## config.mk

```make
export PLATFORM = sky130hd
export DESIGN_NAME = mem_stage
export DESIGN_NICKNAME = d
export VERILOG_FILES = /design/src/rtl/mem_stage_pkg.sv /design/src/rtl/mem_stage_timeout_cnt.sv /design/src/rtl/mem_stage.sv
export SDC_FILE = /design/constraint.sdc
export NUM_CORES = 1
export LEC_CHECK = 0
export CORE_ASPECT_RATIO = 0.7
export CORE_MARGIN = 1
export CORE_UTILIZATION = 45
export DETAILED_ROUTE_END_ITERATION = 7
export GPL_ROUTABILITY_DRIVEN = 1
export HOLD_SLACK_MARGIN = 0.06
export PLACE_DENSITY = 0.8
export SLEW_MARGIN = 20
export SYNTH_ARGS = -nofsm -noshare
export SYNTH_HDL_FRONTEND = slang
export SYNTH_SLANG_ARGS = --single-unit
export TNS_END_PERCENT = 30
```

## constraint.sdc

```tcl
create_clock -name clk_i -period 3.57 [get_ports clk_i]
set_input_delay 0.714 -clock clk_i [delete_from_list [all_inputs] [get_ports clk_i]]
set_output_delay 0.714 -clock clk_i [all_outputs]
set_load 0.03 [all_outputs]
```

## src/rtl/mem_stage_pkg.sv

```systemverilog
// Shared types for the memory-access stage: the writeback record handed to
// the writeback arbiter, the stage FSM encoding and the latched request.
package mem_stage_pkg;

    localparam int DATA_W    = 16;
    localparam int ADDR_W    = 16;
    localparam int REG_ADR_W = 3;

    // Register-write record consumed by the writeback arbiter.
    typedef struct packed {
        logic                 ena;
        logic [REG_ADR_W-1:0] adr;
        logic [DATA_W-1:0]    data;
    } signal_mem_wr_reg;

    localparam signal_mem_wr_reg MEM_WR_NONE = '0;

    typedef enum logic [1:0] {
        IDLE = 2'd0,
        REQ  = 2'd1,
        WB   = 2'd2
    } mem_state_e;

    // Request captured from execute at acceptance; held for the whole bus
    // transaction so the bus sees stable address/data.
    typedef struct packed {
        logic                 we;
        logic [ADDR_W-1:0]    addr;
        logic [DATA_W-1:0]    wdata;
        logic [REG_ADR_W-1:0] rd;
    } mem_req_t;

endpackage

```

## src/rtl/mem_stage_timeout_cnt.sv

```systemverilog
// Bus-timeout counter: cleared when a request is issued, counts REQ cycles
// without ack, and flags the cycle in which it has reached LIMIT-1.
module mem_timeout_cnt #(
    parameter int unsigned LIMIT = 15
) (
    input  logic clk_i,
    input  logic rst_i,
    input  logic clear_i,
    input  logic enable_i,
    output logic expired_o
);

    localparam logic [7:0] LAST = 8'(LIMIT - 1);

    logic [7:0] cnt_q;
    logic [7:0] cnt_d;

    // Next count: clear wins, then saturate at the last value.
    always_comb begin
        cnt_d = cnt_q;
        if (clear_i) begin
            cnt_d = 8'd0;
        end else if (enable_i && (cnt_q != LAST)) begin
            cnt_d = cnt_q + 8'd1;
        end
    end

    // Counter register.
    always_ff @(posedge clk_i or posedge rst_i) begin
        if (rst_i) begin
            cnt_q <= 8'd0;
        end else begin
            cnt_q <= cnt_d;
        end
    end

    assign expired_o = (cnt_q == LAST);

endmodule

```

## src/rtl/mem_stage.sv

```systemverilog
// Memory-access stage: accepts one load/store from execute, runs a req/ack
// bus transaction, and presents a one-cycle register-write record for loads.
//
// Handshake: an op is accepted on a rising edge where req_valid_i and
// req_ready_o are both high; req_ready_o is high only while the stage is idle.
// On the bus, dmem_req_o and address/data stay constant until the edge that
// samples dmem_ack_i high.
module mem_stage
    import mem_stage_pkg::*;
#(
    parameter int          DATA_W    = mem_stage_pkg::DATA_W,
    parameter int          ADDR_W    = mem_stage_pkg::ADDR_W,
    parameter int          REG_ADR_W = mem_stage_pkg::REG_ADR_W,
    parameter int unsigned TIMEOUT   = 15
) (
    input  logic                 clk_i,
    input  logic                 rst_i,
    input  logic                 req_valid_i,
    output logic                 req_ready_o,
    input  logic                 req_we_i,
    input  logic [ADDR_W-1:0]    req_addr_i,
    input  logic [DATA_W-1:0]    req_wdata_i,
    input  logic [REG_ADR_W-1:0] req_rd_i,
    output logic                 dmem_req_o,
    output logic                 dmem_we_o,
    output logic [ADDR_W-1:0]    dmem_addr_o,
    output logic [DATA_W-1:0]    dmem_wdata_o,
    input  logic                 dmem_ack_i,
    input  logic [DATA_W-1:0]    dmem_rdata_i,
    output signal_mem_wr_reg     mem_wr_reg_o,
    output logic                 wb_pending_o,
    output logic                 err_o
);

    mem_state_e       state_q, state_d;
    mem_req_t         req_q, req_d;
    logic             dmem_req_q, dmem_req_d;
    logic             dmem_we_q, dmem_we_d;
    signal_mem_wr_reg mem_wr_q, mem_wr_d;
    logic             wb_pending_q, wb_pending_d;
    logic             err_q, err_d;

    logic             cnt_clear;
    logic             cnt_enable;
    logic             cnt_expired;

    logic             accept;
    logic             load_writes_reg;

    assign accept          = (state_q == IDLE) && req_valid_i;
    // rd==0 is the hardwired zero register: the read completes but nothing is written.
    assign load_writes_reg = !req_q.we && (req_q.rd != '0);

    mem_timeout_cnt #(
        .LIMIT (TIMEOUT)
    ) u_timeout (
        .clk_i     (clk_i),
        .rst_i     (rst_i),
        .clear_i   (cnt_clear),
        .enable_i  (cnt_enable),
        .expired_o (cnt_expired)
    );

    // State and registered-output flops; reset drops the bus request at once.
    always_ff @(posedge clk_i or posedge rst_i) begin
        if (rst_i) begin
            state_q      <= IDLE;
            req_q        <= '0;
            dmem_req_q   <= 1'b0;
            dmem_we_q    <= 1'b0;
            mem_wr_q     <= MEM_WR_NONE;
            wb_pending_q <= 1'b0;
            err_q        <= 1'b0;
        end else begin
            state_q      <= state_d;
            req_q        <= req_d;
            dmem_req_q   <= dmem_req_d;
            dmem_we_q    <= dmem_we_d;
            mem_wr_q     <= mem_wr_d;
            wb_pending_q <= wb_pending_d;
            err_q        <= err_d;
        end
    end

    // Next-state logic; an ack on the timeout edge takes priority.
    always_comb begin
        state_d = state_q;
        unique case (state_q)
            IDLE: if (req_valid_i) state_d = REQ;
            REQ: begin
                if (dmem_ack_i) begin
                    state_d = load_writes_reg ? WB : IDLE;
                end else if (cnt_expired) begin
                    state_d = IDLE;
                end
            end
            WB:      state_d = IDLE;
            default: state_d = IDLE;
        endcase
    end

    // Next values of the registered outputs and timeout counter controls.
    always_comb begin
        req_d        = req_q;
        dmem_req_d   = dmem_req_q;
        dmem_we_d    = dmem_we_q;
        mem_wr_d     = MEM_WR_NONE;
        wb_pending_d = wb_pending_q;
        err_d        = 1'b0;
        cnt_clear    = 1'b0;
        cnt_enable   = 1'b0;
        unique case (state_q)
            IDLE: begin
                if (accept) begin
                    req_d.we     = req_we_i;
                    req_d.addr   = req_addr_i;
                    req_d.wdata  = req_wdata_i;
                    req_d.rd     = req_rd_i;
                    dmem_req_d   = 1'b1;
                    dmem_we_d    = req_we_i;
                    wb_pending_d = !req_we_i;
                    cnt_clear    = 1'b1;
                end
            end
            REQ: begin
                if (dmem_ack_i) begin
                    dmem_req_d = 1'b0;
                    dmem_we_d  = 1'b0;
                    if (load_writes_reg) begin
                        mem_wr_d.ena  = 1'b1;
                        mem_wr_d.adr  = req_q.rd;
                        mem_wr_d.data = dmem_rdata_i;
                    end else begin
                        wb_pending_d = 1'b0;
                    end
                end else if (cnt_expired) begin
                    dmem_req_d   = 1'b0;
                    dmem_we_d    = 1'b0;
                    wb_pending_d = 1'b0;
                    err_d        = 1'b1;
                end else begin
                    cnt_enable = 1'b1;
                end
            end
            WB: begin
                wb_pending_d = 1'b0;
            end
            default: begin
                dmem_req_d   = 1'b0;
                dmem_we_d    = 1'b0;
                wb_pending_d = 1'b0;
            end
        endcase
    end

    assign req_ready_o  = (state_q == IDLE);
    assign dmem_req_o   = dmem_req_q;
    assign dmem_we_o    = dmem_we_q;
    assign dmem_addr_o  = req_q.addr;
    assign dmem_wdata_o = req_q.wdata;
    assign mem_wr_reg_o = mem_wr_q;
    assign wb_pending_o = wb_pending_q;
    assign err_o        = err_q;

endmodule

```

==> results of run 1 <==
## worst paths after layout
check                                       start                           end  slack, ns  depth (start not counted)
max                        state_q[0]$_DFFE_PP0P_                   req_ready_o       1.22                          2
min                          req_q[1]$_DFFE_PP0P_    mem_wr_reg_o[17]$_DFF_PP0_       0.50                          1
max reg2reg                state_q[0]$_DFFE_PP0P_  dmem_wdata_o[13]$_DFFE_PP0P_       1.74                          3
min reg2reg                  req_q[1]$_DFFE_PP0P_    mem_wr_reg_o[17]$_DFF_PP0_       0.50                          1
max in group asynchronous                   rst_i  dmem_wdata_o[11]$_DFFE_PP0P_       2.13                          3
min in group asynchronous                   rst_i   dmem_wdata_o[5]$_DFFE_PP0P_       0.73                          2
## state kept, by name, summed over array words and instances, names as in the netlist
| signal | count |
|---|---|
| err_o | 1 |
| req_q | 4 |
| dmem_wdata_o | 16 |
| dmem_req_o | 1 |
| wb_pending_o | 1 |
| dmem_we_o | 1 |
| dmem_addr_o | 16 |
| mem_wr_reg_o | 20 |
| u_timeout.cnt_q | 8 |
| state_q | 2 |
## worst register-to-register path: stages, from the launching register on
cell     delay [ns]
dfrtp_1        0.46
or3b_2         0.49
buf_4          0.34
mux2_4         0.42
## cell type report
cell class                 instances  share of cell area [%]
clock buffer                      10                   3.001
multi-input combinational        107                   24.04
clock inverter                     6                   1.589
sequential                        70                   41.19
timing repair buffer             115                   26.89
inverter                           6                  0.5296
tap                               94                   2.766
## cell usage after synthesis
cell,number,area [µm²]
a21oi_1,4,20.02
a2bb2oi_1,1,8.760
and2_1,6,37.54
and3_1,18,112.6
and4bb_2,1,12.51
buf_12,3,60.06
buf_4,32,240.2
buf_6,2,22.52
clkbuf_1,4,15.01
dfrtp_1,70,1752
ha_1,2,25.02
inv_1,6,22.52
mux2_2,3,33.78
mux2_4,33,495.5
mux2i_1,6,60.06
nand2_1,7,26.28
nand2b_1,1,6.260
nand3_1,2,10.01
nand4_1,2,12.51
nand4bb_1,1,11.26
nor2_1,1,3.750
nor3_1,2,10.01
nor3b_2,1,12.51
o211ai_1,4,30.03
o21ai_0,2,10.01
o21ai_4,1,16.27
o21bai_1,1,7.510
o22ai_1,1,6.260
o31ai_1,1,7.510
or3_1,3,18.77
or3b_1,1,8.760
or4_1,1,7.510
or4_4,1,11.26
## layer usage
| metal | global-route usage [%] | vias up | share of wire (%) | routed length [µm] |
|---|---|---|---|---|
| li1 | - | 908 | - | - |
| met1 | 23.34 | 943 | 47 | 2823 |
| met2 | 25.83 | 82 | 44 | 2619 |
| met3 | 6.732 | 9 | 8.5 | 511 |
| met4 | 5.797 | 0 | 1.0 | 63 |
| met5 | 0 | - | 0 | 0 |
## logic make-up after synthesis
family,count (synthesis)
and+or+nand+nor,48
DFF,70
muxes,42
AOI/OAI and AO/OA,15
buffers and inverters,47
adders and majority gates,2
## power breakdown
| part | internal, mW | switching [mW] | total, mW |
|---|---|---|---|
| clock | 0.326 | 0.305 | 0.632 |
| combinational | 0.815 | 0.801 | 1.62 |
| sequential | 1.06 | 0.180 | 1.24 |
## placed cells by master, fill, tap and decap left out, drive strengths merged
master,instances
a2bb2oi,1
clkinv,1
o21ai,3
nand2,7
and4bb,1
nand4bb,1
mux2i,6
o22ai,1
bufinv,1
inv,8
dfrtp,70
nor2,1
or4,2
nor3b,1
ha,2
nor3,2
o21bai,1
nand4,2
o211ai,4
buf,3
nand2b,1
clkdlybuf4s50,112
a21oi,4
and3,18
clkinvlp,2
and2,6
mux2,36
o31ai,1
clkbuf,10
or3,3
nand3,2
or3b,1
## through the flow
stage | setup WS, ns | utilization, % | power (mW)
floorplan | 1.088 | - | 2.551
global placement | 1.024 | 60.06 | 2.850
detailed placement | 1.000 | 60.06 | 2.884
CTS | 1.183 | 62.94 | 3.538
global route | 1.132 | 62.94 | 3.675
finish | 1.215 | 62.94 | 3.493
==> results.sh, run 1 <==
export IMPL_status="completed"
export IMPL_placedCellCount=392
export IMPL_drt_iter0_markers=42
export IMPL_crit_buf_inv=1
export IMPL_endpoint_kind="primary output"
export IMPL_peakVddDrop_uv=453.3
export IMPL_crit_type="flop to primary output"
export IMPL_tightest_slew_ns=0.7244
export IMPL_drv_slew=0
export IMPL_postCtsHoldBufs=0
export IMPL_power_leakage_nw=2.000
export IMPL_ys_types=33
export IMPL_post_cts_resized=0
export IMPL_synthToLayoutAreaGrowth_pct=35.69
export IMPL_final_nets=367
export IMPL_synth_top_family_by_area="multiplexers"
export IMPL_syn_area_mm2=0.003134
export IMPL_finalNonFillerCells=408
export IMPL_ios=113
export IMPL_die_h_um=71.83
export IMPL_syn_avg_cell_area_um2=13.99
export IMPL_synth_warnings=0
export IMPL_fill_cells=554
export IMPL_vias=1942
export IMPL_synth_fa_ha_area_share_pct=0.7984
export IMPL_firstDrtPassIters=4
export IMPL_synth_area_mux_share_pct=18.80
export IMPL_gpl_final_weighted_congestion=0.7109
export IMPL_cts_tree="yes"
export IMPL_synth_compound_area_share_pct=3.393
export IMPL_grt_pass1_vias=1950
export IMPL_ant_nets=0
export IMPL_portBuffers=112
export IMPL_yosysSeqAreaShare_pct=55.89
export IMPL_start_util_pct=46.39
export IMPL_finalCriticalPeriod_ns=2.355
export IMPL_synth_simple_area_share_pct=9.621
export IMPL_grtUsageTotal_pct=17.37
export IMPL_hold_viol=0
export IMPL_place_area_mm2=0.004058
export IMPL_synthXorXnorAreaFrac_pct=0
export IMPL_final_area_mm2=0.004253
export IMPL_clk_pin_slew_worst_paths_ns=0.08
export IMPL_drc=0
export IMPL_drive_gt1_share_pct=19.11
export IMPL_core_area_mm2=0.006756
export IMPL_cts_inserted_buffers=9
export IMPL_syn_inst=224
export IMPL_min_path_type="flop to flop"
export IMPL_critPathLaunchType="flop"
export IMPL_worstPathCellList="nor2_1, clkdlybuf4s50_1"
export IMPL_hold_ws_ns=0.5000
export IMPL_period_share_pct=65.96
export IMPL_fmax_mhz=424.7
export IMPL_clock_path_buffers=2
export IMPL_dieArea_mm2=0.007308
export IMPL_wl_per_cell_um=14.75
export IMPL_cts_sinks=70
export IMPL_grt_pass1_wl_mm=9.397
export IMPL_critPathMaxFanout=8
export IMPL_cp_slowest_stage_delay_ns=0.68
export IMPL_p_per_area_mw_per_mm2=821.3
export IMPL_cp_slowest_cell="clkdlybuf4s50_1"
export IMPL_grt_start_max_net_pins=44
export IMPL_wl_mm=6.018
export IMPL_path_delay_family="buffers and inverters"
export IMPL_drv_cap=0
export IMPL_fin_tns_setup_ns=0
export IMPL_antenna_found_initial=0
export IMPL_crit_arrival_ns=1.64
export IMPL_root_buffer="clkbuf_8"
export IMPL_grt_overflow_total=0
export IMPL_worstPathRequired_ns=2.86
export IMPL_seq_area_mm2=0.001752
export IMPL_synth_nets=282
export IMPL_finClkSkew_ns=0.009927
export IMPL_rsz0062_at_grt="false"
export IMPL_setup_violations=0
export IMPL_synth_seq_cells=70
export IMPL_post_cts_buffers=0
export IMPL_dp_final_hpwl_mm=4.184
export IMPL_htreeDepth=3
export IMPL_max_slew_margin_pct=51.71
export IMPL_via_per_inst=4.760
export IMPL_multi_input_area_mm2=0.001022
export IMPL_clk_latency_ns=0.34
export IMPL_row_count=25
export IMPL_insertedDiodeCount=0
export IMPL_die_w_um=101.8
Note: power is estimated with default switching activity, not from simulation.
==> inputs of run 2 (changes only) <==
CORE_UTILIZATION = 40   (was 45)
PLACE_DENSITY = 0.76   (was 0.8)
clock period = 1.9 ns   (was 3.57 ns; I/O delays follow)
==> results.sh, run 2 (synthesis gave the netlist of run 1 again) <==
export IMPL_grt_pass1_wl_mm=10.03
export IMPL_max_slew_margin_pct=64.28
export IMPL_postLayoutCoreUtil_pct=57.68
export IMPL_htreeDepth=3
export IMPL_gpl_final_weighted_congestion=0.7648
export IMPL_wl_per_cell_um=14.70
export IMPL_grt_pass1_vias=2025
export IMPL_portBuffers=112
export IMPL_insertedDiodeCount=0
export IMPL_largest_reg_flops=20
export IMPL_core_area_mm2=0.007450
export IMPL_via_per_inst=4.780
export IMPL_final_nets=371
export IMPL_worstPathCellList="clkdlybuf4s50_1"
export IMPL_tightest_slew_ns=0.5359
export IMPL_postCtsHoldBufs=0
export IMPL_start_util_pct=42.07
export IMPL_wl_mm=6.073
export IMPL_power_leakage_nw=2.024
export IMPL_row_count=26
export IMPL_clk_latency_ns=0.34
export IMPL_cp_slowest_cell="clkdlybuf4s50_1"
export IMPL_cts_sinks=70
export IMPL_ios=113
export IMPL_crit_arrival_ns=1.43
export IMPL_p_per_area_mw_per_mm2=1516
export IMPL_rrSetupSlack_ns=0.21
export IMPL_critPathMaxFanout=4
export IMPL_finClkSkew_ns=0.007622
export IMPL_status="completed"
export IMPL_peakVddDrop_uv=879.2
export IMPL_place_area_mm2=0.004121
export IMPL_drv_cap=0
export IMPL_fin_tns_setup_ns=0
export IMPL_cts_inserted_buffers=9
export IMPL_drc=0
export IMPL_fill_cells=655
export IMPL_path_delay_family="buffers and inverters"
export IMPL_postLayoutSetupSlackWorst_ns=0.09053
export IMPL_setup_violations=0
export IMPL_ant_nets=0
export IMPL_worstPathRequired_ns=1.52
export IMPL_finalCriticalPeriod_ns=1.809
export IMPL_fmax_mhz=552.6
export IMPL_critPathLaunchType="flop"
export IMPL_crit_path_start="wb_pending_o$_DFFE_PP0P_"
export IMPL_cts_tree="yes"
export IMPL_drv_slew=0
export IMPL_crit_buf_inv=1
export IMPL_crit_type="flop to primary output"
export IMPL_dieArea_mm2=0.008199
export IMPL_dp_final_hpwl_mm=4.337
export IMPL_firstDrtPassIters=4
export IMPL_endpoint_kind="primary output"
export IMPL_rr_startpoint="state_q[0]$_DFFE_PP0P_"
export IMPL_drt_iter0_markers=68
export IMPL_rr_worst_depth=3
export IMPL_clock_path_buffers=2
export IMPL_min_path_type="input pin to async pin"
export IMPL_grt_overflow_total=0
export IMPL_antenna_found_initial=0
export IMPL_layout_commonest_cell="clkdlybuf4s50_1"
export IMPL_die_h_um=76.06
export IMPL_grtUsageTotal_pct=16.01
export IMPL_total_power_mw=6.514
export IMPL_rsz0062_at_grt="false"
export IMPL_drive_gt1_share_pct=19.37
export IMPL_vias=1974
export IMPL_layout_common_cells="clkdlybuf4s50_1, dfrtp_1, mux2_4, and3_1, clkbuf_8"
export IMPL_final_area_mm2=0.004297
export IMPL_cp_slowest_stage_delay_ns=0.70
export IMPL_pre_cts_ws_ns=-0.1338
export IMPL_root_buffer="clkbuf_8"
export IMPL_period_share_pct=95.24
export IMPL_r2r_end="dmem_wdata_o[13]$_DFFE_PP0P_"
export IMPL_die_w_um=107.8
export IMPL_hold_viol=0
export IMPL_grt_start_max_net_pins=48
export IMPL_synthToLayoutAreaGrowth_pct=37.09
export IMPL_clk_pin_slew_worst_paths_ns=0.07
## run 2: changes by cell type in the layout (fill, tap and decap cells not counted), sizes merged
cell	delta
clkinvlp	-1
buf	+4
clkdlybuf4s50	-1
clkbuf	+1
dlygate4sd2	+1
inv	-3
## run 2: how the worst max path moves through the flow
| stage | to | slack (ns) | cells past startpoint |
|---|---|---|---|
| finish | wb_pending_o | 0.09 | 1 |
| global route | wb_pending_o | 0.04 | 1 |
| CTS | wb_pending_o | 0.06 | 1 |
| detailed placement | dmem_addr_o[14]$_DFFE_PP0P_ | -0.13 | 4 |
| global placement | dmem_addr_o[15]$_DFFE_PP0P_ | -0.11 | 4 |
| floorplan | dmem_addr_o[0]$_DFFE_PP0P_ | 0.40 | 4 |
## run 2: repair_timing
| item | 4_1_cts | 5_1_grt |
|---|---|---|
| gates resized for setup | 1 | 0 |
| setup endpoints to repair | 1 | 0 |
| buffers inserted | 0 | 0 |
## run 2: layout make-up
class                      instances  area, µm²  share of cell area [%]
clock buffer                      11      141.4                   3.291
clock inverter                     2      35.03                  0.8154
inverter                           6      26.28                  0.6115
multi-input combinational        107       1022                   23.79
sequential                        70       1752                   40.77
tap                               98      122.6                   2.854
timing repair buffer             119       1197                   27.87
## run 2: power breakdown
group / internal [mW] / total (mW) / switching [mW]
combinational: 1.55 / 3.06 / 1.51
clock: 0.619 / 1.12 / 0.499
sequential: 2.00 / 2.33 / 0.329
total: 4.17 / 6.51 / 2.34
## run 2: per-stage QoR
stage,hold WS [ns],cells
after global routing,0.4723,413
final,0.4557,413
after global placement,0.4900,400
after CTS,0.4585,413
after floorplan,0.4679,224
after detailed placement,0.4926,400
## run 2: routing by layer
metal | global-route usage [%] | share of wire (%) | up-vias
met5 | 0 | 0 | -
li1 | - | - | 916
met4 | 4.521 | 0.86 | 0
met2 | 23.91 | 45 | 75
met3 | 6.929 | 8.2 | 7
met1 | 21.06 | 46 | 976
